File: config.mk
export PLATFORM = sky130hd
export DESIGN_NAME = stopwatch_ctrl
export DESIGN_NICKNAME = d
export VERILOG_FILES = /design/src/rtl/stopwatch_pkg.sv /design/src/rtl/stopwatch_ctrl_btn_debounce.sv /design/src/rtl/stopwatch_ctrl.sv
export SDC_FILE = /design/constraint.sdc
export NUM_CORES = 1
export LEC_CHECK = 0
export CAP_MARGIN = 15
export CORE_ASPECT_RATIO = 1.25
export CORE_MARGIN = 4
export CORE_UTILIZATION = 57
export CTS_BUF_LIST = sky130_fd_sc_hd__clkbuf_8
export CTS_CLUSTER_SIZE = 30
export DETAILED_ROUTE_END_ITERATION = 16
export PLACE_DENSITY = 0.78
export SLEW_MARGIN = 40
export SYNTH_ARGS = -nofsm -noshare
export SYNTH_HDL_FRONTEND = slang
export SYNTH_SLANG_ARGS = --single-unit
File: constraint.sdc
create_clock -name clk -period 2.1 [get_ports clk]
set_clock_uncertainty 0.05 [all_clocks]
set_input_delay 0.42 -clock clk [delete_from_list [all_inputs] [get_ports clk]]
set_output_delay 0.42 -clock clk [all_outputs]
set_load 0.02 [all_outputs]
File: src/rtl/stopwatch_pkg.sv
// stopwatch_pkg: shared definitions for the stopwatch control slice.
//   mode_t            2-bit mode encoding (RUN / PAUSE / ADJ; 3 unused)
//   *_DEF constants   default clock, debounce and scan-divider settings
package stopwatch_pkg;

  typedef enum logic [1:0] {
    MODE_RUN   = 2'd0,
    MODE_PAUSE = 2'd1,
    MODE_ADJ   = 2'd2
  } mode_t;

  localparam int CLK_HZ_DEF     = 100_000_000;
  localparam int DEB_CYCLES_DEF = 1_000_000;
  localparam int SCAN_DIV_DEF   = 100_000;

endpackage

File: src/rtl/stopwatch_ctrl_btn_debounce.sv
// btn_debounce: 2-flop synchronizer, debounce counter and rise-edge pulse
// for one raw button.
//   clk, rst  clock, synchronous active-high reset
//   raw       asynchronous raw button level
//   press     registered one-cycle pulse on each accepted rising edge
// The debounced level follows the synchronized level only after the two
// have disagreed for DEB_CYCLES consecutive cycles; any agreement in
// between restarts the count, so short glitches never reach the level.
module btn_debounce #(
  parameter int DEB_CYCLES = 1_000_000
) (
  input  logic clk,
  input  logic rst,
  input  logic raw,
  output logic press
);

  localparam int CW = $clog2(DEB_CYCLES + 1);

  logic          s1, s2;
  logic          level, level_d;
  logic [CW-1:0] cnt;

  always_ff @(posedge clk) begin
    if (rst) begin
      s1      <= 1'b0;
      s2      <= 1'b0;
      level   <= 1'b0;
      level_d <= 1'b0;
      cnt     <= '0;
      press   <= 1'b0;
    end else begin
      s1 <= raw;
      s2 <= s1;
      if (s2 != level) begin
        if (cnt == CW'(DEB_CYCLES - 1)) begin
          level <= s2;
          cnt   <= '0;
        end else begin
          cnt <= cnt + CW'(1);
        end
      end else begin
        cnt <= '0;
      end
      level_d <= level;
      press   <= level & ~level_d;
    end
  end

endmodule

File: src/rtl/stopwatch_ctrl.sv
// stopwatch_ctrl: input conditioning, time bases and RUN/PAUSE/ADJ mode
// machine for the stopwatch counter.
//   clk, rst            clock, synchronous active-high reset
//   btn_pse, btn_rst    raw pause / reset buttons (debounced here)
//   sw_sel, sw_adj      raw select (1 = seconds) / adjust switches
//   inc_sec, inc_min    one-cycle increment strobes to the counter
//   cnt_clr             one-cycle clear strobe to the counter
//   blink               blank the selected field while adjusting
//   scan_tick           one-cycle display digit-advance strobe
//   mode                current mode (mode_t)
// Optional feature macro: STOPWATCH_BLINK_EN (1 Hz blink in ADJ);
// without it blink is tied low.
module stopwatch_ctrl
  import stopwatch_pkg::*;
#(
  parameter int CLK_HZ     = CLK_HZ_DEF,
  parameter int DEB_CYCLES = DEB_CYCLES_DEF,
  parameter int SCAN_DIV   = SCAN_DIV_DEF
) (
  input  logic  clk,
  input  logic  rst,
  input  logic  btn_pse,
  input  logic  btn_rst,
  input  logic  sw_sel,
  input  logic  sw_adj,
  output logic  inc_sec,
  output logic  inc_min,
  output logic  cnt_clr,
  output logic  blink,
  output logic  scan_tick,
  output mode_t mode
);

  localparam int PW = $clog2(CLK_HZ);
  localparam int SW = (SCAN_DIV > 1) ? $clog2(SCAN_DIV) : 1;

  // bit 0 = pause, bit 1 = reset
  logic [1:0] btn_raw, btn_press;
  logic       pse_press, rst_press;

  logic          sel_s1, sel_s, adj_s1, adj_s;
  logic [PW-1:0] p;
  logic [SW-1:0] sc;
  logic          paused, paused_nx;
  logic          tick1, tick2;

  assign btn_raw = {btn_rst, btn_pse};

  for (genvar g = 0; g < 2; g++) begin : g_deb
    btn_debounce #(.DEB_CYCLES(DEB_CYCLES)) u_deb (
      .clk   (clk),
      .rst   (rst),
      .raw   (btn_raw[g]),
      .press (btn_press[g])
    );
  end

  assign pse_press = btn_press[0];
  assign rst_press = btn_press[1];

  assign tick1 = (p == PW'(CLK_HZ - 1));
  assign tick2 = tick1 || (p == PW'(CLK_HZ / 2 - 1));

  // reset press overrides a simultaneous pause press
  assign paused_nx = rst_press ? 1'b0 : (paused ^ pse_press);

  always_ff @(posedge clk) begin
    if (rst) begin
      sel_s1    <= 1'b0;
      sel_s     <= 1'b0;
      adj_s1    <= 1'b0;
      adj_s     <= 1'b0;
      p         <= '0;
      sc        <= '0;
      paused    <= 1'b0;
      inc_sec   <= 1'b0;
      inc_min   <= 1'b0;
      cnt_clr   <= 1'b0;
      scan_tick <= 1'b0;
      mode      <= MODE_RUN;
    end else begin
      sel_s1 <= sw_sel;
      sel_s  <= sel_s1;
      adj_s1 <= sw_adj;
      adj_s  <= adj_s1;

      // prescaler realigns to the clear so the next second is a full one
      p <= (rst_press || tick1) ? '0 : p + PW'(1);

      // scan base is free-running, untouched by reset presses
      sc        <= (sc == SW'(SCAN_DIV - 1)) ? '0 : sc + SW'(1);
      scan_tick <= (sc == SW'(SCAN_DIV - 1));

      paused  <= paused_nx;
      cnt_clr <= rst_press;
      inc_sec <= !rst_press && (adj_s ? (tick2 && sel_s) : (!paused && tick1));
      inc_min <= !rst_press && adj_s && tick2 && !sel_s;

      if (adj_s)          mode <= MODE_ADJ;
      else if (paused_nx) mode <= MODE_PAUSE;
      else                mode <= MODE_RUN;
    end
  end

`ifdef STOPWATCH_BLINK_EN
  always_ff @(posedge clk) begin
    if (rst || !adj_s) blink <= 1'b0;
    else if (tick2)    blink <= ~blink;
  end
`else
  assign blink = 1'b0;
`endif

endmodule

# ---- Word level (Yosys, flattened, before mapping)
# Cells that the tools add are included.
dict set report totals {
  output_inout_bits 7
  elab_cells 65
  regBits 105
}
dict set report op_classes {
  eq_ne 7
  add_sub_neg 4
  reduce_logical 18
  bitwise_logic 7
  muxes 4
}
# op n
set ops {}
lappend ops {{$add 20x1->20 const B} 2}
lappend ops {{$eq 20x20->1 const B} 2}
lappend ops {{$add 27x1->27 const B} 1}
lappend ops {{$eq 27x26->1 const B} 1}
lappend ops {{$eq 27x27->1 const B} 1}
lappend ops {{$add 17x1->17 const B} 1}
lappend ops {{$eq 17x17->1 const B} 1}
lappend ops {{$logic_and 1x1->1} 6}
lappend ops {{$reduce_or 2->1} 3}
lappend ops {{$reduce_or 3->1} 2}
lappend ops {{$not 1->1} 4}
lappend ops {{$reduce_and 2->1} 2}
lappend ops {{$logic_not 1->1} 3}
lappend ops {{$mux 1} 3}
lappend ops {{$and 1x1->1} 2}
lappend ops {{$logic_or 1x1->1} 2}
lappend ops {{$mux 2} 1}
lappend ops {{$ne 1x1->1} 2}
lappend ops {{$xor 1x1->1} 1}

# ---- Depth between registers and ports, before layout
# Gate-level depths: netlist of run 1.
dict set report depth {
  depth_word 5
  depth_mapped 7
  depth_no_buf 5
}

# ---- Hierarchy
# Synthesis of run 1 repeated with hierarchy kept, for this count alone.
dict set report hier_totals {
  hier_cells 497
  area_unflattened_um2 4504.3
}
# module n_inst seq_area_each_um2 cells_per_inst area_per_inst_um2
set by_module_without_submodules {}
lappend by_module_without_submodules {stopwatch_ctrl 1 1101.1 259 2354.8}
lappend by_module_without_submodules {btn_debounce 2 500.5 119 1074.8}

# ---- Least setup slack after synthesis of run 1
# OpenSTA, ideal clock, no wires.
dict set report synth_path {
  path_type {flip-flop to flip-flop}
  startpoint {reg g_deb[1].u_deb.cnt[7]}
  endpoint {reg g_deb[1].u_deb.cnt[10]}
  setup_time_ps 115
  path_stages_with_launch 6
  slack_ps 119
  required_time_ps 1935
  arrival_ps 1816
  cell_sequence {dfxtp_1 > or4b_1 > or4_4 > o21ai_4 > buf_6 > nor2_1}
}
dict set report synth_between {
  elab_chain_cells 2
}
# item line
set synth_rtl {}
lappend synth_rtl {{start: declaration} stopwatch_ctrl_btn_debounce.sv:22} ;# logic [CW-1:0] cnt;
lappend synth_rtl {{start signal: assignment} stopwatch_ctrl_btn_debounce.sv:40} ;# cnt <= cnt + CW'(1);
lappend synth_rtl {{branches (longest 2 deep; another with $add 20x1->20)} --}
# Parallel ways; which one is timed is not known.
# A chain may end at the register's enable or synchronous reset.

# ---- Worst setup path in the final report of run 1
dict set report layout_path {
  startpoint {reg g_deb[1].u_deb.cnt[7]}
  endpoint {reg g_deb[1].u_deb.cnt[19]}
}
# Same word-level chain as after synthesis.

==> results of run 1 <==
-- routing by layer --
metal	GRT usage, %	routed length, um	up-vias
li1	-	-	1860
met5	0	0	-
met3	3.28	250	16
met4	8.75	177	0
met1	22.8	3750	1720
met2	32.6	4170	60
-- cell type report --
| type | count | area [um2] |
|---|---|---|
| Timing Repair Buffer | 30 | 265 |
| Sequential cell | 105 | 2100 |
| Inverter | 15 | 56.3 |
| Fill cell | 655 | 2760 |
| Clock inverter | 4 | 47.5 |
| Multi-Input combinational cell | 369 | 2310 |
| Tap cell | 95 | 119 |
| Clock buffer | 9 | 124 |
-- power by group --
part	leakage (nW)	internal [mW]	switching, mW
registers	0.849	2.01	0.0129
clock network	0.0868	0.528	0.629
logic	0.691	0.0348	0.0435
-- cell usage after synthesis, types with 3 or more instances --
library cell and instances:
nor3_1 10, or4_1 14, buf_2 3, o41ai_1 3, nand2_1 22, o21ai_0 11
nor2b_1 13, and4_1 10, inv_1 15, nor2_1 69, dfxtp_1 105, and2_1 5
a21oi_1 27, and3_1 7, nor4bb_1 4, nand3_1 22, nand4_1 29, nor4_1 9
xor2_1 33, xnor2_1 19, or2_2 3, ha_1 4, clkbuf_1 19, o31ai_1 12
or3_1 14
-- through the flow --
step / hold slack [ps] / area [um2] / util [%] / total power, mW
global route: 351 / 5030 / 64.5 / 3.38
global placement: 322 / 4860 / 62.3 / 2.14
detailed placement: 324 / 4860 / 62.3 / 2.15
floorplan: 317 / 4580 / - / 2.12
CTS: 337 / 5030 / 64.5 / 3.29
finish: 334 / 5030 / 64.5 / 3.26
-- state kept, by name (all words and copies together) (netlist names), 2 cells and up --
name and cells:
g_deb.u_deb.cnt 40, g_deb.u_deb.level 2, g_deb.u_deb.level_d 2, g_deb.u_deb.press 2, g_deb.u_deb.s1 2, g_deb.u_deb.s2 2
mode 2, p 27, sc 17
-- path summary, 6_finish.rpt --
path / from / to / slack [ps] / cells after the start
worst max-delay path: g_deb[1].u_deb.cnt[7] / g_deb[1].u_deb.cnt[19] / 130 / 5
worst min-delay path: g_deb[0].u_deb.level_d / g_deb[0].u_deb.press / 330 / 1
worst max register to register: g_deb[1].u_deb.cnt[7] / g_deb[1].u_deb.cnt[19] / 130 / 5
worst min register to register: g_deb[0].u_deb.level_d / g_deb[0].u_deb.press / 330 / 1
-- worst register-to-register path: cells and delay by family (launching register included) --
kind	cells	cell delay [ps]
buf+inv	1	160
simple gates	2	1100
flops	1	340
compound gates	2	210
-- cell families after synthesis --
| group | synth area share (%) |
|---|---|
| AO/OA/AOI/OAI | 8.58 |
| XOR/XNOR | 9.95 |
| adder cells (fa/ha/maj) | 1.09 |
| AND/OR/NAND/NOR | 30.6 |
| multiplexers | 0.219 |
| other | 0.0819 |
| buffers and inverters | 3.53 |
| flip-flops | 45.9 |
==> qor.txt, run 1 <==
Total CTS buffers = 9
Drt total wl = 8.35 mm
Commonest cells after routing, fill and taps aside = 105 x dfxtp_1, 69 x nor2_1, 33 x xor2_1
Core area = 7790 um2
Avg Inst Size Synth = 8.92 um2
RSZ-0062 raised after global routing = no
Crit share post-route = 93.7%
Layout net count = 540
Port bufs = 11
Most used DFF post-synth = dfxtp_1
Routed vias = 3656
Synth warn = 0
Crit-path cells = or4b_1 -> or4_4 -> o21ai_4 -> buf_12 -> a21oi_1
Post-Synthesis Cells = 513
Area Growth Syn to Fin = 9.84%
Min-delay worst type = reg -> reg
Initial Utilization = 58.8%
CP delay by family, top = simple AND/OR/NAND/NOR gates
# diodes = 0
Placed Cells incl. Taps = 614
Slowest cell on the critical path = or4_4
HPWL after detailed placement = 5.89 mm
Largest net degree at the start of global routing = 23
Outcome = finished clean
Grt ovf = 0
Share of layout cells above drive strength 1 = 8.27%
Avg WL per Cell = 13.3 um
Final Non-Filler Cells = 627
WP data required = 2280 ps
Final WS setup = 132 ps
Post-CTS Setup Inserts = 0
Startpoint Class = register
Post-synthesis sequential area ratio = 45.9%
Post-synth EDFFs = 0
#FFs+latches synth = 105
CTS max path bufs = 2
Post-CTS sizing = 0
Drt first pass iters = 4
IO Pins = 13
Post-Place Worst Slack = 130 ps
Worst path bufs/invs = 1
Initial antenna violation count = 0
Fmax = 508 MHz
ANT nets after route = 0
Global-route wire length before repair = 14.8 mm
RePlAce Congestion = 0.884
Pwr dens = 648 nW/um2
Post-synthesis cell type count = 48
Cts hold-fix bufs = 0
Tmin final = 1970 ps
Htree depth = 3
Setup violators final = 0
Crit end category = register
Max stage delay on crit path = 570 ps
Crit path kind = reg -> reg
DR DRC count = 0
Final slew viol count = 0
Post-synthesis cell area = 4580 um2
TritonCTS Sinks = 105
Fraction of registers with async set/reset = 0%
Die Wd = 88.2 um
Die area = 9540 um2
Max cap viols = 0
Commonest non-fill, non-tap cell in the layout = dfxtp_1
Area fraction of the dominant cell type after synthesis = 45.9%
Maximum vdd drop = 0.439 mV
GRT Overall Usage = 19.0%
Area leader, netlist = dfxtp_1
Root Driver = clkbuf_8
Clk Latency, worst-skew pair = 350 ps
Number of global-route vias before repair = 3461
DRT iter0 DRCs = 88
Crit-path max FO = 19
Hold Vio Cnt, Final = 0
Post-Route Setup TNS = 0 ps
Vias per cell = 5.83
Clk slew on worst S/H paths = 80 ps
WP data arrival = 2150 ps
Synthesized Nets = 523
TritonCTS clock tree = done
Leak = 1.63 nW
Top cells by area, synth = dfxtp_1 46%, xor2_1 6.3%, nor2_1 5.7%, nand4_1 4.0%, xnor2_1 3.6%
Die Y = 108 um
FP Rows = 36
Power figures use the tool's default switching activity.
==> run 2, diff against run 1 <==
CORE_UTILIZATION = 63   (was 57)
PLACE_DENSITY = 0.81   (was 0.78)
RECOVER_POWER = 100   (was default)
SLEW_MARGIN = 10   (was 40)
clock period = 2 ns   (was 2.1 ns; I/O delays follow)
==> qor.txt, run 2 (synthesis gave the netlist of run 1 again) <==
Die Y = 103 um
Hold Vio Cnt, Final = 0
Final Cell Area = 5120 um2
Clk Latency, worst-skew pair = 350 ps
Maximum vdd drop = 0.444 mV
DR DRC count = 0
Post-Route Setup TNS = 0 ps
TritonCTS clock tree = done
Grt ovf = 0
WP data arrival = 2150 ps
IO Pins = 13
GRT Overall Usage = 20.4%
Startpoint Class = register
Die area = 8700 um2
Commonest non-fill, non-tap cell in the layout = dfxtp_1
Biggest regs = g_deb.u_deb.cnt x40, p x27, sc x17
Crit-path max FO = 4
Final slew viol count = 0
Die Wd = 84.2 um
Crit path kind = reg -> reg
Vias per cell = 5.88
Finished Core Util = 72.9%
RSZ-0062 raised after global routing = no
Post-CTS Setup Inserts = 0
Largest net degree at the start of global routing = 27
RePlAce Congestion = 0.862
Global-route wire length before repair = 14.7 mm
Min-delay worst type = reg -> reg
Routed vias = 3742
Clk slew on worst S/H paths = 90 ps
Final Non-Filler Cells = 636
Pwr dens = 666 nW/um2
Initial Utilization = 65.2%
Core area = 7020 um2
Number of global-route vias before repair = 3472
ANT nets after route = 0
Leak = 1.70 nW
Crit end category = register
HPWL after detailed placement = 6.22 mm
Htree depth = 3
Layout net count = 551
Port bufs = 11
Root Driver = clkbuf_8
Share of layout cells above drive strength 1 = 10.1%
CTS max path bufs = 2
Initial antenna violation count = 0
WP data required = 2200 ps
DRT iter0 DRCs = 204
Fmax = 513 MHz
Total power = 3.41 mW
Drt first pass iters = 4
Avg WL per Cell = 13.7 um
Biggest register = g_deb.u_deb.cnt
FP Rows = 34
Setup violators final = 0
Post-Place Worst Slack = 18.3 ps
Drt total wl = 8.69 mm
Outcome = finished clean
DP Area = 4950 um2
Flip-flop count of the largest register after layout = 40
Placed Cells incl. Taps = 620
Final hold slack = 334 ps
Crit share post-route = 97.6%
TritonCTS Sinks = 105
Cts hold-fix bufs = 0
Final WS setup = 48.8 ps
Total CTS buffers = 9
Commonest cells after routing, fill and taps aside = 104 x dfxtp_1, 68 x nor2_1, 33 x xor2_1
Tmin final = 1950 ps
Area Growth Syn to Fin = 11.8%
Max cap viols = 0
# diodes = 0
[run 2: changes by cell type in the layout (fill, tap and decap cells not counted), moves of 2 or more]
cell	change
clkdlybuf4s50_1	-7
buf_4	+3
clkbuf_2	+2
dlygate4sd3_1	+7
inv_1	+2
clkinv_2	-2
clkbuf_8	+2
clkbuf_1	+4
[run 2: final cells by class]
| class | instances | area, um2 |
|---|---|---|
| Timing Repair Buffer | 41 | 344 |
| Clock inverter | 5 | 31.3 |
| Tap cell | 90 | 113 |
| Multi-Input combinational cell | 369 | 2320 |
| Sequential cell | 105 | 2100 |
| Clock buffer | 11 | 151 |
| Fill cell | 527 | 1900 |
| Inverter | 15 | 56.3 |
[run 2: what timing repair did]
item / 4_1_cts / 5_1_grt
endpoints found under the setup margin: 1 / 22
pin swaps: 1 / 0
gates resized for setup: 0 / 5
[run 2: worst max-delay path: stages (launching register included)]
cell	delay, ps
dfxtp_2	350
or4b_4	510
or4_4	560
o21a_1	190
o21ba_2	200
[run 2: final timing paths]
check                           slack (ps)  cells past startpoint                    to                    from
worst min-delay path                   330                      1  g_deb[0].u_deb.press  g_deb[0].u_deb.level_d
worst min register to register         330                      1  g_deb[0].u_deb.press  g_deb[0].u_deb.level_d
worst max register to register          50                      4  g_deb[1].u_deb.level  g_deb[1].u_deb.cnt[15]
worst max-delay path                    50                      4  g_deb[1].u_deb.level  g_deb[1].u_deb.cnt[15]
[run 2: power breakdown]
part	switching (mW)	internal, mW
sequential	0.0139	2.11
clock	0.688	0.518
combinational	0.0472	0.0371
[run 2: metal layers]
metal | wire length [um] | track usage [%] | share of wire, % | up-vias
met1 | 3940 | 23.8 | 45 | 1796
met3 | 210 | 2.69 | 2.4 | 12
li1 | - | - | - | 1890
met4 | 146 | 8.54 | 1.7 | 0
met2 | 4390 | 37.8 | 51 | 44
met5 | 0 | 0 | 0 | -
==> run 3, diff against run 2 <==
ABC_AREA = 0   (was default)
GPL_ROUTABILITY_DRIVEN = 0   (was default)
==> results of run 3 <==
No change in the layout: final DEF, timing and power equal those of run 2.
